File: config.mk
export PLATFORM = sky130hd
export DESIGN_NAME = mem_controller
export DESIGN_NICKNAME = d
export VERILOG_FILES = /design/src/rtl/mem_controller.sv
export SDC_FILE = /design/constraint.sdc
export NUM_CORES = 1
export LEC_CHECK = 0
export ABC_AREA = 1
export BUFFER_PORTS_ARGS = -buffer_cell sky130_fd_sc_hd__buf_2
export CORE_AREA = 2 2 242 244
export DETAILED_ROUTE_END_ITERATION = 6
export DIE_AREA = 0 0 244 246
export PLACE_DENSITY = 0.59
export SLEW_MARGIN = 15
export SYNTH_ARGS = -nofsm -noshare
export SYNTH_HDL_FRONTEND = slang
export SYNTH_SLANG_ARGS = --single-unit
File: constraint.sdc
create_clock -name clk -period 8.6 [get_ports clk]
set_clock_uncertainty 0.05 [all_clocks]
set_input_delay 0.86 -clock clk [delete_from_list [all_inputs] [get_ports clk]]
set_output_delay 0.86 -clock clk [all_outputs]
set_load 0.01 [all_outputs]
File: src/rtl/mem_controller.sv
// rtl/mem_controller.sv - arbitrates requester reads/writes onto NUM_CHANNELS memory channels
// Write path (WRITE_WAIT/WRITE_RELAY) is built only when MEM_CONTROLLER_WRITE_EN is defined.
module mem_controller #(
  parameter int NUM_CONSUMERS = 8,
  parameter int NUM_CHANNELS  = 4,
  parameter int ADDR_BITS     = 8,
  parameter int DATA_BITS     = 16
) (
  input  logic                     clk,
  input  logic                     reset,
  input  logic [NUM_CONSUMERS-1:0] consumer_read_valid,
  input  logic [ADDR_BITS-1:0]     consumer_read_address [NUM_CONSUMERS],
  output logic [NUM_CONSUMERS-1:0] consumer_read_ready,
  output logic [DATA_BITS-1:0]     consumer_read_data [NUM_CONSUMERS],
  input  logic [NUM_CONSUMERS-1:0] consumer_write_valid,
  input  logic [ADDR_BITS-1:0]     consumer_write_address [NUM_CONSUMERS],
  input  logic [DATA_BITS-1:0]     consumer_write_data [NUM_CONSUMERS],
  output logic [NUM_CONSUMERS-1:0] consumer_write_ready,
  output logic [NUM_CHANNELS-1:0]  mem_read_valid,
  output logic [ADDR_BITS-1:0]     mem_read_address [NUM_CHANNELS],
  input  logic [NUM_CHANNELS-1:0]  mem_read_ready,
  input  logic [DATA_BITS-1:0]     mem_read_data [NUM_CHANNELS],
  output logic [NUM_CHANNELS-1:0]  mem_write_valid,
  output logic [ADDR_BITS-1:0]     mem_write_address [NUM_CHANNELS],
  output logic [DATA_BITS-1:0]     mem_write_data [NUM_CHANNELS],
  input  logic [NUM_CHANNELS-1:0]  mem_write_ready
);
  localparam int OW = (NUM_CONSUMERS > 1) ? $clog2(NUM_CONSUMERS) : 1;
  localparam logic [2:0] IDLE       = 3'd0;
  localparam logic [2:0] READ_WAIT  = 3'd1;
  localparam logic [2:0] READ_RELAY = 3'd3;
`ifdef MEM_CONTROLLER_WRITE_EN
  localparam logic [2:0] WRITE_WAIT  = 3'd2;
  localparam logic [2:0] WRITE_RELAY = 3'd4;
`endif

  logic [2:0]               state_q [NUM_CHANNELS];
  logic [2:0]               state_d [NUM_CHANNELS];
  logic [OW-1:0]            owner_q [NUM_CHANNELS];
  logic [OW-1:0]            owner_d [NUM_CHANNELS];
  logic [NUM_CONSUMERS-1:0] claimed_q, claimed_d, scan;
  logic                     found;
  logic [NUM_CHANNELS-1:0]  mem_read_valid_q, mem_read_valid_d;
  logic [ADDR_BITS-1:0]     mem_read_address_q [NUM_CHANNELS];
  logic [ADDR_BITS-1:0]     mem_read_address_d [NUM_CHANNELS];
  logic [NUM_CONSUMERS-1:0] consumer_read_ready_q, consumer_read_ready_d;
  logic [DATA_BITS-1:0]     consumer_read_data_q [NUM_CONSUMERS];
  logic [DATA_BITS-1:0]     consumer_read_data_d [NUM_CONSUMERS];
`ifdef MEM_CONTROLLER_WRITE_EN
  logic [NUM_CHANNELS-1:0]  mem_write_valid_q, mem_write_valid_d;
  logic [ADDR_BITS-1:0]     mem_write_address_q [NUM_CHANNELS];
  logic [ADDR_BITS-1:0]     mem_write_address_d [NUM_CHANNELS];
  logic [DATA_BITS-1:0]     mem_write_data_q [NUM_CHANNELS];
  logic [DATA_BITS-1:0]     mem_write_data_d [NUM_CHANNELS];
  logic [NUM_CONSUMERS-1:0] consumer_write_ready_q, consumer_write_ready_d;
`endif

  always_comb begin
    state_d               = state_q;
    owner_d               = owner_q;
    claimed_d             = claimed_q;
    mem_read_valid_d      = mem_read_valid_q;
    mem_read_address_d    = mem_read_address_q;
    consumer_read_ready_d = consumer_read_ready_q;
    consumer_read_data_d  = consumer_read_data_q;
`ifdef MEM_CONTROLLER_WRITE_EN
    mem_write_valid_d      = mem_write_valid_q;
    mem_write_address_d    = mem_write_address_q;
    mem_write_data_d       = mem_write_data_q;
    consumer_write_ready_d = consumer_write_ready_q;
`endif
    // scan grows as lower channels claim, so one requester is never taken twice per cycle
    scan  = claimed_q;
    found = 1'b0;
    for (int ch = 0; ch < NUM_CHANNELS; ch++) begin
      found = 1'b0;
      case (state_q[ch])
        IDLE: begin
          for (int c = 0; c < NUM_CONSUMERS; c++) begin
            if (!found && !scan[c]) begin
              if (consumer_read_valid[c]) begin
                found                  = 1'b1;
                scan[c]                = 1'b1;
                claimed_d[c]           = 1'b1;
                owner_d[ch]            = OW'(c);
                mem_read_valid_d[ch]   = 1'b1;
                mem_read_address_d[ch] = consumer_read_address[c];
                state_d[ch]            = READ_WAIT;
              end
`ifdef MEM_CONTROLLER_WRITE_EN
              else if (consumer_write_valid[c]) begin
                found                   = 1'b1;
                scan[c]                 = 1'b1;
                claimed_d[c]            = 1'b1;
                owner_d[ch]             = OW'(c);
                mem_write_valid_d[ch]   = 1'b1;
                mem_write_address_d[ch] = consumer_write_address[c];
                mem_write_data_d[ch]    = consumer_write_data[c];
                state_d[ch]             = WRITE_WAIT;
              end
`endif
            end
          end
        end
        READ_WAIT: begin
          if (mem_read_ready[ch]) begin
            consumer_read_data_d[owner_q[ch]]  = mem_read_data[ch];
            consumer_read_ready_d[owner_q[ch]] = 1'b1;
            mem_read_valid_d[ch]               = 1'b0;
            state_d[ch]                        = READ_RELAY;
          end
        end
        READ_RELAY: begin
          if (!consumer_read_valid[owner_q[ch]]) begin
            consumer_read_ready_d[owner_q[ch]] = 1'b0;
            claimed_d[owner_q[ch]]             = 1'b0;
            state_d[ch]                        = IDLE;
          end
        end
`ifdef MEM_CONTROLLER_WRITE_EN
        WRITE_WAIT: begin
          if (mem_write_ready[ch]) begin
            consumer_write_ready_d[owner_q[ch]] = 1'b1;
            mem_write_valid_d[ch]               = 1'b0;
            state_d[ch]                         = WRITE_RELAY;
          end
        end
        WRITE_RELAY: begin
          if (!consumer_write_valid[owner_q[ch]]) begin
            consumer_write_ready_d[owner_q[ch]] = 1'b0;
            claimed_d[owner_q[ch]]              = 1'b0;
            state_d[ch]                         = IDLE;
          end
        end
`endif
        default: state_d[ch] = IDLE;
      endcase
    end
  end

  always_ff @(posedge clk or posedge reset) begin
    if (reset) begin
      claimed_q             <= '0;
      mem_read_valid_q      <= '0;
      consumer_read_ready_q <= '0;
      for (int ch = 0; ch < NUM_CHANNELS; ch++) begin
        state_q[ch]            <= IDLE;
        owner_q[ch]            <= '0;
        mem_read_address_q[ch] <= '0;
      end
      for (int c = 0; c < NUM_CONSUMERS; c++) consumer_read_data_q[c] <= '0;
`ifdef MEM_CONTROLLER_WRITE_EN
      mem_write_valid_q      <= '0;
      consumer_write_ready_q <= '0;
      for (int ch = 0; ch < NUM_CHANNELS; ch++) begin
        mem_write_address_q[ch] <= '0;
        mem_write_data_q[ch]    <= '0;
      end
`endif
    end else begin
      state_q               <= state_d;
      owner_q               <= owner_d;
      claimed_q             <= claimed_d;
      mem_read_valid_q      <= mem_read_valid_d;
      mem_read_address_q    <= mem_read_address_d;
      consumer_read_ready_q <= consumer_read_ready_d;
      consumer_read_data_q  <= consumer_read_data_d;
`ifdef MEM_CONTROLLER_WRITE_EN
      mem_write_valid_q      <= mem_write_valid_d;
      mem_write_address_q    <= mem_write_address_d;
      mem_write_data_q       <= mem_write_data_d;
      consumer_write_ready_q <= consumer_write_ready_d;
`endif
    end
  end

  assign mem_read_valid      = mem_read_valid_q;
  assign mem_read_address    = mem_read_address_q;
  assign consumer_read_ready = consumer_read_ready_q;
  assign consumer_read_data  = consumer_read_data_q;

`ifdef MEM_CONTROLLER_WRITE_EN
  assign mem_write_valid      = mem_write_valid_q;
  assign mem_write_address    = mem_write_address_q;
  assign mem_write_data       = mem_write_data_q;
  assign consumer_write_ready = consumer_write_ready_q;
`else
  // Read-only instance: write ports exist for uniform integration but are inert.
  assign mem_write_valid      = '0;
  assign consumer_write_ready = '0;
  for (genvar g = 0; g < NUM_CHANNELS; g++) begin : g_wr_tie
    assign mem_write_address[g] = '0;
    assign mem_write_data[g]    = '0;
  end

  logic unused_write_in;
  always_comb begin
    unused_write_in = ^{consumer_write_valid, mem_write_ready};
    for (int c = 0; c < NUM_CONSUMERS; c++)
      unused_write_in = unused_write_in ^ (^consumer_write_address[c]) ^ (^consumer_write_data[c]);
  end
`endif
endmodule

==> impl_metrics.sql, run 1 <==
INSERT INTO impl_metrics (metric_group, metric, value, unit) VALUES
('run', 'drv_cap', '0', ''),
('detailed_routing', 'drtPass1Iterations', '7', ''),
('worst_setup_path', 'rr_endpoint', 'mem_read_address[4]', ''),
('floorplanning', 'fp.dieH', '246', 'um'),
('worst_setup_path', 'worst_path_required_time', '9.02', 'ns'),
('cts', 'root_buffer', 'clkbuf_16', ''),
('yosys', 'netlist_top_cells_count', 'nand2_1, o21ai_0, dfrtp_1, nand3_1, inv_1', ''),
('worst_hold_path', 'min_path_type', 'in -> async', ''),
('layout', 'layout.cells.non_filler', '3519', ''),
('detailed_routing', 'ant_nets', '0', ''),
('yosys', 'ffs_latches_synth', '204', ''),
('cts', 'htree_num_levels', '1', ''),
('yosys', 'synth_top_area_cell', 'dfrtp_1', ''),
('cts', 'cts-resized-gates', '0', ''),
('yosys', 'netlist_instances', '2497', ''),
('worst_setup_path', 'r2r_setup_slack', '3.90', 'ns'),
('worst_setup_path', 'worst_setup_path_end_kind', 'flop', ''),
('worst_setup_path', 'cp-start-kind', 'flop', ''),
('global_route', 'antenna_found_initial', '10', ''),
('cts', 'clk-insertion-delay-late', '0.58', 'ns'),
('sta', 'tightest_slew', '1.16', 'ns'),
('yosys', 'synth.area.top_cells', 'dfrtp_1, nand2_1, o21ai_0', ''),
('layout', 'count_of_fill_cells_added_during_filler_insertion', '6328', ''),
('sta', 'period_utilization_post_route', '54.7', '%'),
('detailed_routing', 'routed_via_density', '5.69', ''),
('global_route', 'grt_pass1_wl', '127', 'mm'),
('floorplanning', 'die-area', '0.0600', 'mm2'),
('cts', 'numCtsBuffers', '26', ''),
('floorplanning', 'boundaryPins', '626', ''),
('sta', 'final_max_slew_viol_count', '0', ''),
('sta', 'finalWorstPathRequiredPeriod', '4.70', 'ns'),
('yosys', 'synthDistinctLibCells', '56', ''),
('floorplanning', 'initial_core_util', '29.8', '%'),
('power', 'cellLeakagePower', '9.07', 'nW'),
('detailed_routing', 'routedWlPerCell', '25.3', 'um'),
('place', 'dpl.hpwl', '67.1', 'mm'),
('detailed_routing', 'route.final.wire_length', '89.0', 'mm'),
('global_route', 'grt_max_degree', '98', ''),
('yosys', 'synth_enable_flop_cells', '0', ''),
('worst_setup_path', 'worst_setup_path_startpoint', 'state_q[9]', ''),
('detailed_routing', 'first_iter_violations', '2700', ''),
('layout', 'areaGrowthSynthToFinish', '15.9', '%'),
('layout', 'finalCoreUtilization', '34.5', '%'),
('cts', 'clock_tree.buffer_depth', '3', ''),
('power', 'cellPowerDensity', '316', 'mW/mm2'),
('sta', 'setup_viol_count_final', '0', ''),
('place', 'port_buffers', '313', ''),
('place', 'dp_slack', '3.71', 'ns'),
('yosys', 'synth_most_common_cell', 'nand2_1', ''),
('floorplanning', 'core_area', '0.0574', 'mm2'),
('detailed_routing', 'vias', '20000', ''),
('sta', 'totalNegativeSetupSlack', '0', 'ns'),
('sta', 'rsz0062_at_grt', 'no', ''),
('place', 'dpl.cell_count', '3466', ''),
('sta', 'max-slew-margin-rel', '22.6', '%'),
('layout', 'final_nets', '3075', ''),
('cts', 'number_of_buffers_inserted_for_hold_repair_after_clock_tree_synthesis', '0', ''),
('global_route', 'grt_overflow_total', '0', ''),
('global_route', 'number_of_global_route_vias_before_repair', '18000', ''),
('yosys', 'synth-main-ff-cell', 'dfrtp_1', ''),
('outcome', 'failed_checks', 'design-rule violations', ''),
('yosys', 'postSynth.asyncResetShare', '100', '%'),
('detailed_routing', 'dr_drc_count', '21', ''),
('cts', 'cts.clk_slew.worst_paths', '0.07', 'ns'),
('worst_setup_path', 'ff2ff_path_depth', '19', ''),
('yosys', 'synth-warning-count', '0', ''),
('cts', 'cts_setup_buffers', '0', ''),
('worst_setup_path', 'timing_worst_setup_path_type', 'reg -> reg', ''),
('place', 'routabilityCongestion', '0.983', ''),
('cts', 'cts_tree', 'built', ''),
('outcome', 'run_status', 'complete, but fails checks', '');
[routing by layer]
layer / GRT usage (%) / vias up / wire length, um
met3: 6.61 / 142 / 10200
li1: - / 8991 / -
met1: 41.9 / 9553 / 39300
met4: 8.66 / 6 / 2750
met2: 40.2 / 1342 / 36700
met5: 0 / - / 34
[where the power goes]
group	switching [mW]	total [mW]	internal, mW
sequential	0.382	1.77	1.39
clock	0.501	1.20	0.699
combinational	2.13	3.29	1.16
[flip-flops by register name, summed over array words and instances, names as in the netlist]
register / cells
state_q: 12
consumer_read_data: 128
mem_read_valid: 4
claimed_q: 8
owner_q: 12
mem_read_address: 32
consumer_read_ready: 8
[worst max-delay path: stages, from the launching register on]
cell and delay, ns:
dfrtp_1 0.43, inv_2 0.11, nand3_2 0.43, nand2_2 0.56
nor2_4 0.07, inv_2 0.25, nand2_1 0.19, nor2_1 0.15
nand3_2 0.32, nand2_2 0.22, o21bai_4 0.18, a21oi_4 0.06
a21oi_2 0.50, nand2_1 0.46, nand2_1 0.20, nand2_1 0.08
nand2_1 0.07, nand3_1 0.09, nand2_1 0.10, nand2_1 0.05
[placed cells by master (no fill, tap or decap), drive strengths merged, types with 12 or more instances in the layout]
cell type / n
a21oi: 157
nand4: 14
dfrtp: 204
nand2: 466
clkinv: 21
conb: 112
nor3: 45
clkbuf: 37
o211ai: 34
inv: 192
buf: 336
o221ai: 12
nand3: 191
nor2: 182
mux2: 30
o21bai: 31
o21ai: 293
a31oi: 65
mux2i: 19
o22ai: 146
a22oi: 30
or2: 79
[stage by stage]
stage	power (mW)	instance area, um2	hold slack [ns]
after floorplan	3.72	17500	0.484
after global placement	5.00	18900	0.453
after detailed placement	4.99	18900	0.463
after CTS	6.20	19800	0.365
after global routing	6.65	19800	0.415
final	6.26	19800	0.333
[cell type report]
class	count	area (um2)	area share [%]
antenna	5	12.5	0.0632
clock buffer	37	752	3.80
clock inverter	11	153	0.771
inverter	208	788	3.98
multi-input combinational	1953	10300	52.0
sequential	204	5100	25.8
tap	765	957	4.83
timing repair buffer	336	1740	8.78
[how the worst min path moves through the flow]
stage / to / start / depth (start not counted)
after floorplan: mem_read_address[4] / mem_read_address[4] / 2
after global placement: mem_read_valid[3] / mem_read_valid[3] / 2
after detailed placement: mem_read_valid[3] / mem_read_valid[3] / 2
after CTS: mem_read_address[30] / reset / 2
after global routing: mem_read_address[30] / reset / 2
final: mem_read_address[30] / reset / 2
[logic make-up after synthesis]
group,Yosys count,share of synthesized area [%]
AND/OR/NAND/NOR,986,26.2
flip-flops,204,29.9
other,1,0.0219
AO/OA/AOI/OAI,806,28.3
buffers and inverters,451,12.6
multiplexers,49,3.09
(Power assumes the default switching activity.)
==> run 2, diff against run 1 <==
--- a/config.mk
+++ b/config.mk
@@ -7,10 +7,10 @@
 export LEC_CHECK = 0
 export ABC_AREA = 1
 export BUFFER_PORTS_ARGS = -buffer_cell sky130_fd_sc_hd__buf_2
-export CORE_AREA = 2 2 242 244
+export CORE_AREA = 2 2 241 243
 export DETAILED_ROUTE_END_ITERATION = 6
-export DIE_AREA = 0 0 244 246
-export PLACE_DENSITY = 0.59
+export DIE_AREA = 0 0 243 245
+export PLACE_DENSITY = 0.61
 export SLEW_MARGIN = 15
 export SYNTH_ARGS = -nofsm -noshare
 export SYNTH_HDL_FRONTEND = slang
==> constraint.sdc (replaced) <==
create_clock -name clk -period 4.25 [get_ports clk]
set_clock_uncertainty 0.05 [all_clocks]
set_input_delay 0.425 -clock clk [delete_from_list [all_inputs] [get_ports clk]]
set_output_delay 0.425 -clock clk [all_outputs]
set_load 0.01 [all_outputs]
==> run 2 against run 1 <==
Against the previous run: sequential share of layout area is 0.57 points lower; final cell count is 1.6% higher; non-clock buffer count is 55 higher; the run now ends clean; critical endpoint is now mem_read_address[10].
==> impl_metrics.sql, run 2 (same netlist as run 1, synthesis figures left out) <==
INSERT INTO impl_metrics (metric_group, metric, value, unit) VALUES
('outcome', 'run_status', 'completed', ''),
('power', 'cellLeakagePower', '9.35', 'nW'),
('layout', 'layout_common_cells', 'nand2_1, buf_2, o21ai_0', ''),
('detailed_routing', 'routed_via_density', '5.60', ''),
('power', 'cellPowerDensity', '630', 'mW/mm2'),
('worst_hold_path', 'hp-start', 'mem_read_ready[1]', ''),
('worst_hold_path', 'min_path_type', 'in -> reg', ''),
('global_route', 'grt_max_degree', '129', ''),
('cts', 'clock_tree.buffer_depth', '3', ''),
('detailed_routing', 'first_iter_violations', '2694', ''),
('power', 'power.ir.vdd_worst', '307', 'uV'),
('floorplanning', 'die_w', '243', 'um'),
('layout', 'post-route-cell-area', '0.0203', 'mm2'),
('worst_setup_path', 'arrival_time_reported_for_the_critical_path_endpoint', '4.14', 'ns'),
('cts', 'cts.clk_slew.worst_paths', '0.06', 'ns'),
('global_route', 'groute.usage.overall', '27.8', '%'),
('sta', 'finalWorstPathRequiredPeriod', '3.73', 'ns'),
('worst_setup_path', 'critical_path.reg2reg.startpoint', 'state_q[9]', ''),
('sta', 'final_max_slew_viol_count', '0', ''),
('cts', 'cts_tree', 'built', ''),
('worst_setup_path', 'crit_fanout', '11', ''),
('worst_setup_path', 'ff2ff_path_depth', '20', ''),
('run', 'drv_cap', '0', ''),
('cts', 'numCtsBuffers', '26', ''),
('detailed_routing', 'drtPass1Iterations', '6', ''),
('worst_setup_path', 'worst_path_required_time', '4.67', 'ns'),
('place', 'port_buffers', '313', ''),
('layout', 'largest_register_ff_count', '128', ''),
('cts', 'root_buffer', 'clkbuf_16', ''),
('power', 'design_power_total', '12.8', 'mW'),
('detailed_routing', 'route.final.wire_length', '86.8', 'mm'),
('cts', 'numClockSinks', '204', ''),
('global_route', 'grt_pass1_wl', '125', 'mm'),
('cts', 'clk-insertion-delay-late', '0.58', 'ns'),
('cts', 'cts-resized-gates', '0', ''),
('detailed_routing', 'ant_nets', '0', ''),
('layout', 'layout.cells.non_filler', '3574', ''),
('floorplanning', 'core_area', '0.0570', 'mm2'),
('worst_setup_path', 'worst_setup_path_end_kind', 'flop', ''),
('worst_hold_path', 'hold_path_end', 'state_q[6]', ''),
('sta', 'max-slew-margin-rel', '25.8', '%'),
('worst_setup_path', 'timing_worst_setup_path_type', 'reg -> reg', ''),
('floorplanning', 'initial_core_util', '30.0', '%'),
('layout', 'areaGrowthSynthToFinish', '18.5', '%'),
('global_route', 'number_of_global_route_vias_before_repair', '18100', ''),
('place', 'detailed_place.area', '0.0193', 'mm2'),
('worst_hold_path', 'worstHoldPathCells', '2', ''),
('layout', 'finalCoreUtilization', '35.5', '%'),
('layout', 'layout.cells.most_common', 'nand2_1', ''),
('sta', 'tightest_slew', '1.11', 'ns'),
('worst_setup_path', 'rr_endpoint', 'mem_read_address[10]', ''),
('sta', 'setup_viol_count_final', '0', ''),
('place', 'dpl.hpwl', '67.2', 'mm'),
('floorplanning', 'rows', '88', ''),
('detailed_routing', 'dr_drc_count', '0', ''),
('floorplanning', 'boundaryPins', '626', ''),
('worst_setup_path', 'r2r_setup_slack', '0.52', 'ns'),
('floorplanning', 'die-area', '0.0595', 'mm2'),
('worst_setup_path', 'cp-start-kind', 'flop', ''),
('layout', 'final_nets', '3130', ''),
('detailed_routing', 'routedWlPerCell', '24.3', 'um'),
('place', 'routabilityCongestion', '0.971', ''),
('sta', 'totalNegativeSetupSlack', '0', 'ns'),
('global_route', 'grt_overflow_total', '0', ''),
('sta', 'hold_violation_total_from_the_final_report', '0', ''),
('sta', 'rsz0062_at_grt', 'no', ''),
('sta', 'period_utilization_post_route', '87.7', '%'),
('sta', 'achievable-frequency', '0.268', 'GHz'),
('place', 'dpl.cell_count', '3520', ''),
('cts', 'htree_num_levels', '1', ''),
('layout', 'share_of_post_route_cells_with_drive_strength_above_1', '22.9', '%'),
('floorplanning', 'fp.dieH', '245', 'um'),
('global_route', 'antenna_found_initial', '10', ''),
('detailed_routing', 'vias', '20000', '');
[run 2: cell count changes in the layout (fill, tap and decap cells not counted), sizes merged]
cell and delta:
buf +54, clkinv +2, clkbuf -1, clkinvlp -1, diode +1, dlygate4sd3 +1
inv -1
[run 2: layout make-up]
cell class	count	area, um2
multi-input combinational	1953	10300
fill	6307	36800
clock buffer	36	768
inverter	208	785
antenna	6	15.0
tap	765	957
clock inverter	11	155
sequential	204	5100
timing repair buffer	391	2170
[run 2: timing repair]
item,in CTS,in global routing
hold buffers,1,0
setup buffers,0,0
setup endpoints to repair,0,0
endpoints found under the hold margin,16,0
[run 2: per-layer routing]
layer / routed length (um) / vias up / GRT usage [%]
li1: - / 9105 / -
met1: 37900 / 9466 / 40.5
met2: 35700 / 1246 / 39.4
met3: 9960 / 179 / 6.92
met4: 3190 / 6 / 9.65
met5: 34 / - / 0
[run 2: how the worst max path moves through the flow]
stage | startpoint | to | slack (ns)
floorplan | reset | claimed_q[0] | 1.13
detailed placement | consumer_read_valid[1] | mem_read_address[10] | 0.58
global route | state_q[9] | mem_read_address[8] | 0.28
finish | state_q[9] | mem_read_address[10] | 0.52
global placement | consumer_read_valid[1] | mem_read_address[10] | 0.59
CTS | state_q[9] | mem_read_address[8] | 0.63
[run 2: per-stage QoR]
step,hold slack [ns],worst slack [ns]
floorplan,0.484,1.13
global placement,0.409,0.594
detailed placement,0.415,0.576
CTS,0.0397,0.627
global route,0.0578,0.277
finish,0.0528,0.522
[run 2: worst max-delay path: stages (launching register included)]
cell	delay [ns]
dfrtp_1	0.43
inv_2	0.12
nand3_2	0.27
buf_4	0.29
nor2_1	0.12
nor2_1	0.08
a21oi_1	0.17
o21ai_1	0.13
a21oi_2	0.20
o21ai_2	0.13
buf_4	0.17
nor2_2	0.10
nand2_2	0.06
o21ai_1	0.54
nor2_4	0.13
nand2_4	0.16
inv_2	0.09
nor2_1	0.13
o21ai_1	0.09
nand3_1	0.09
nand2_1	0.05
[run 2: power by group]
| group | internal [mW] | switching (mW) | leakage [nW] |
|---|---|---|---|
| Sequential | 2.81 | 0.727 | 2.43 |
| Combinational | 2.47 | 4.33 | 6.46 |
| Clock | 1.44 | 0.975 | 0.454 |
==> run 3, diff against run 2 <==
--- a/config.mk
+++ b/config.mk
@@ -10,7 +10,6 @@
 export CORE_AREA = 2 2 241 243
 export DETAILED_ROUTE_END_ITERATION = 6
 export DIE_AREA = 0 0 243 245
-export PLACE_DENSITY = 0.61
 export SLEW_MARGIN = 15
 export SYNTH_ARGS = -nofsm -noshare
 export SYNTH_HDL_FRONTEND = slang
==> run 3 against run 2 <==
Against the previous run: critical path type unchanged; fmax is 0.99% higher; design area fell by 0.41%; combinational power hardly changed; non-clock buffer count rose by 5; die area is the same; core utilization fell by 0.14 points.
==> impl_metrics.sql, run 3 (same netlist as run 1, synthesis figures left out) <==
INSERT INTO impl_metrics (metric_group, metric, value, unit) VALUES
('power', 'cellPowerDensity', '617', 'mW/mm2'),
('cts', 'cts.clk_slew.worst_paths', '0.06', 'ns'),
('sta', 'period_utilization_post_route', '86.9', '%'),
('floorplanning', 'rows', '88', ''),
('floorplanning', 'fp.dieH', '245', 'um'),
('cts', 'htree_num_levels', '1', ''),
('sta', 'setup_viol_count_final', '0', ''),
('cts', 'clk-insertion-delay-late', '0.58', 'ns'),
('cts', 'cts_tree', 'built', ''),
('sta', 'totalNegativeSetupSlack', '0', 'ns'),
('detailed_routing', 'drtPass1Iterations', '6', ''),
('outcome', 'run_status', 'completed', ''),
('layout', 'layout_common_cells', 'nand2_1, buf_2, o21ai_0', ''),
('worst_setup_path', 'timing_worst_setup_path_type', 'reg -> reg', ''),
('worst_setup_path', 'worst_setup_path_end_kind', 'flop', ''),
('worst_setup_path', 'cp-start-kind', 'flop', ''),
('sta', 'final_max_slew_viol_count', '0', ''),
('floorplanning', 'die-area', '0.0595', 'mm2'),
('worst_setup_path', 'r2r_setup_slack', '0.56', 'ns'),
('cts', 'numClockSinks', '204', ''),
('detailed_routing', 'first_iter_violations', '2535', ''),
('power', 'clockPowerShare', '16.9', '%'),
('detailed_routing', 'vias', '19900', ''),
('detailed_routing', 'routedWlPerCell', '24.5', 'um'),
('power', 'design_power_total', '12.5', 'mW'),
('place', 'dpl.hpwl', '67.6', 'mm'),
('worst_setup_path', 'crit_path_end', 'mem_read_address[10]', ''),
('power', 'internal_power', '6.45', 'mW'),
('worst_setup_path', 'worst_setup_path_startpoint', 'claimed_q[1]', ''),
('layout', 'layout.cells.most_common', 'nand2_1', ''),
('worst_hold_path', 'min_path_type', 'in -> reg', ''),
('cts', 'cts-resized-gates', '0', ''),
('worst_setup_path', 'ff2ff_path_depth', '18', ''),
('sta', 'hold_violation_total_from_the_final_report', '0', ''),
('power', 'sw_ratio', '48.2', '%'),
('global_route', 'antenna_found_initial', '13', ''),
('worst_setup_path', 'crit_fanout', '8', ''),
('power', 'cellLeakagePower', '9.30', 'nW'),
('global_route', 'grt_pass1_wl', '125', 'mm'),
('sta', 'finalWorstPathRequiredPeriod', '3.69', 'ns'),
('floorplanning', 'boundaryPins', '626', ''),
('layout', 'largest_register_ff_count', '128', ''),
('layout', 'share_of_post_route_cells_with_drive_strength_above_1', '22.8', '%'),
('detailed_routing', 'route.final.wire_length', '87.5', 'mm'),
('global_route', 'number_of_global_route_vias_before_repair', '18100', ''),
('run', 'drv_cap', '0', ''),
('detailed_routing', 'ant_nets', '0', ''),
('cts', 'number_of_buffers_inserted_for_hold_repair_after_clock_tree_synthesis', '1', ''),
('sta', 'max-slew-margin-rel', '19.3', '%'),
('power', 'seqPwrFrac', '28.6', '%'),
('worst_setup_path', 'worst_path_required_time', '4.67', 'ns'),
('sta', 'tightest_slew', '1.21', 'ns'),
('detailed_routing', 'dr_drc_count', '0', ''),
('cts', 'clock_tree.buffer_depth', '3', ''),
('sta', 'rsz0062_at_grt', 'no', ''),
('power', 'switchingPower', '6.00', 'mW'),
('global_route', 'grt_max_degree', '106', ''),
('floorplanning', 'core_area', '0.0570', 'mm2'),
('power', 'share_of_power_burned_in_combinational_logic', '54.5', '%'),
('worst_setup_path', 'critical_path.reg2reg.startpoint', 'claimed_q[1]', ''),
('place', 'port_buffers', '313', ''),
('detailed_routing', 'routed_via_density', '5.57', ''),
('layout', 'final_nets', '3135', ''),
('place', 'routabilityCongestion', '0.977', ''),
('worst_setup_path', 'arrival_time_reported_for_the_critical_path_endpoint', '4.11', 'ns'),
('sta', 'achievable-frequency', '0.271', 'GHz'),
('cts', 'numCtsBuffers', '26', ''),
('floorplanning', 'die_w', '243', 'um'),
('cts', 'cts_setup_buffers', '0', ''),
('layout', 'areaGrowthSynthToFinish', '18.0', '%'),
('power', 'power.ir.vdd_worst', '299', 'uV'),
('worst_setup_path', 'rr_endpoint', 'mem_read_address[10]', ''),
('floorplanning', 'initial_core_util', '30.0', '%'),
('cts', 'root_buffer', 'clkbuf_16', ''),
('global_route', 'groute.usage.overall', '28.0', '%'),
('global_route', 'grt_overflow_total', '0', '');
## run 3: cell types whose count changed in the layout (fill, tap and decap cells not counted), sizes merged
cell,before,now
buf,390,395
bufinv,3,0
clkinv,23,20
diode,6,9
inv,191,193
clkbuf,36,35
clkinvlp,2,3
## run 3: power groups by stage
stage	registers [mW]	logic, mW	clock network [mW]
after floorplan	3.66	3.87	0
after global placement	3.55	6.67	0
after detailed placement	3.57	6.66	0
after CTS	3.54	6.68	2.13
after global routing	3.65	7.44	2.21
final	3.56	6.78	2.11
## run 3: per-stage QoR
step | area (um2) | hold WS (ns) | cells | worst slack [ns] | utilization, %
6_report | 20200 | 0.0721 | 3578 | 0.558 | 35.4
5_1_grt | 20200 | 0.0923 | 3577 | 0.441 | 35.4
2_1_floorplan | 17500 | 0.484 | 2608 | 1.13 | -
4_1_cts | 20100 | 0.0708 | 3569 | 0.817 | 35.3
3_5_place_dp | 19400 | 0.433 | 3525 | 0.556 | 34.0
3_3_place_gp | 19400 | 0.427 | 3525 | 0.566 | 34.0
## run 3: final cells by class
cell class / count / area, um2
sequential: 204 / 5100
fill: 6325 / 36900
clock inverter: 8 / 66.3
clock buffer: 35 / 704
antenna: 9 / 22.5
multi-input combinational: 1953 / 10300
tap: 765 / 957
timing repair buffer: 396 / 2230
inverter: 208 / 785
## run 3: worst min path at each step
stage | slack (ns) | start | depth (start not counted) | end
3_3_place_gp | 0.43 | reset | 2 | mem_read_address[26]
2_1_floorplan | 0.48 | mem_read_address[4] | 2 | mem_read_address[4]
3_5_place_dp | 0.43 | reset | 2 | mem_read_address[26]
6_report | 0.07 | mem_read_ready[1] | 2 | state_q[6]
5_1_grt | 0.09 | mem_read_ready[1] | 2 | state_q[6]
4_1_cts | 0.07 | mem_read_ready[1] | 2 | state_q[6]
## run 3: per-layer routing
metal / vias to the layer above / routed length [um] / GRT usage [%]
li1: 9106 / - / -
met1: 9383 / 37200 / 39.2
met2: 1249 / 35500 / 39.0
met3: 189 / 11400 / 10.0
met4: 8 / 3330 / 10.9
met5: - / 54 / 0
## run 3: critical path, stage by stage, from the launching register on
cell and delay, ns:
dfrtp_1 0.46, inv_2 0.11, nand2_4 0.13, o211ai_1 0.11, a21oi_2 0.23, o21ai_1 0.16
a21oi_2 0.25, nand2_2 0.19, nor2_2 0.22, nor2_1 0.08, nand3_1 0.09, nand2_1 0.08
a31oi_1 0.53, inv_1 0.21, nor2_4 0.14, nand2_2 0.16, or2_0 0.25, nand3_1 0.08
nand2_1 0.05
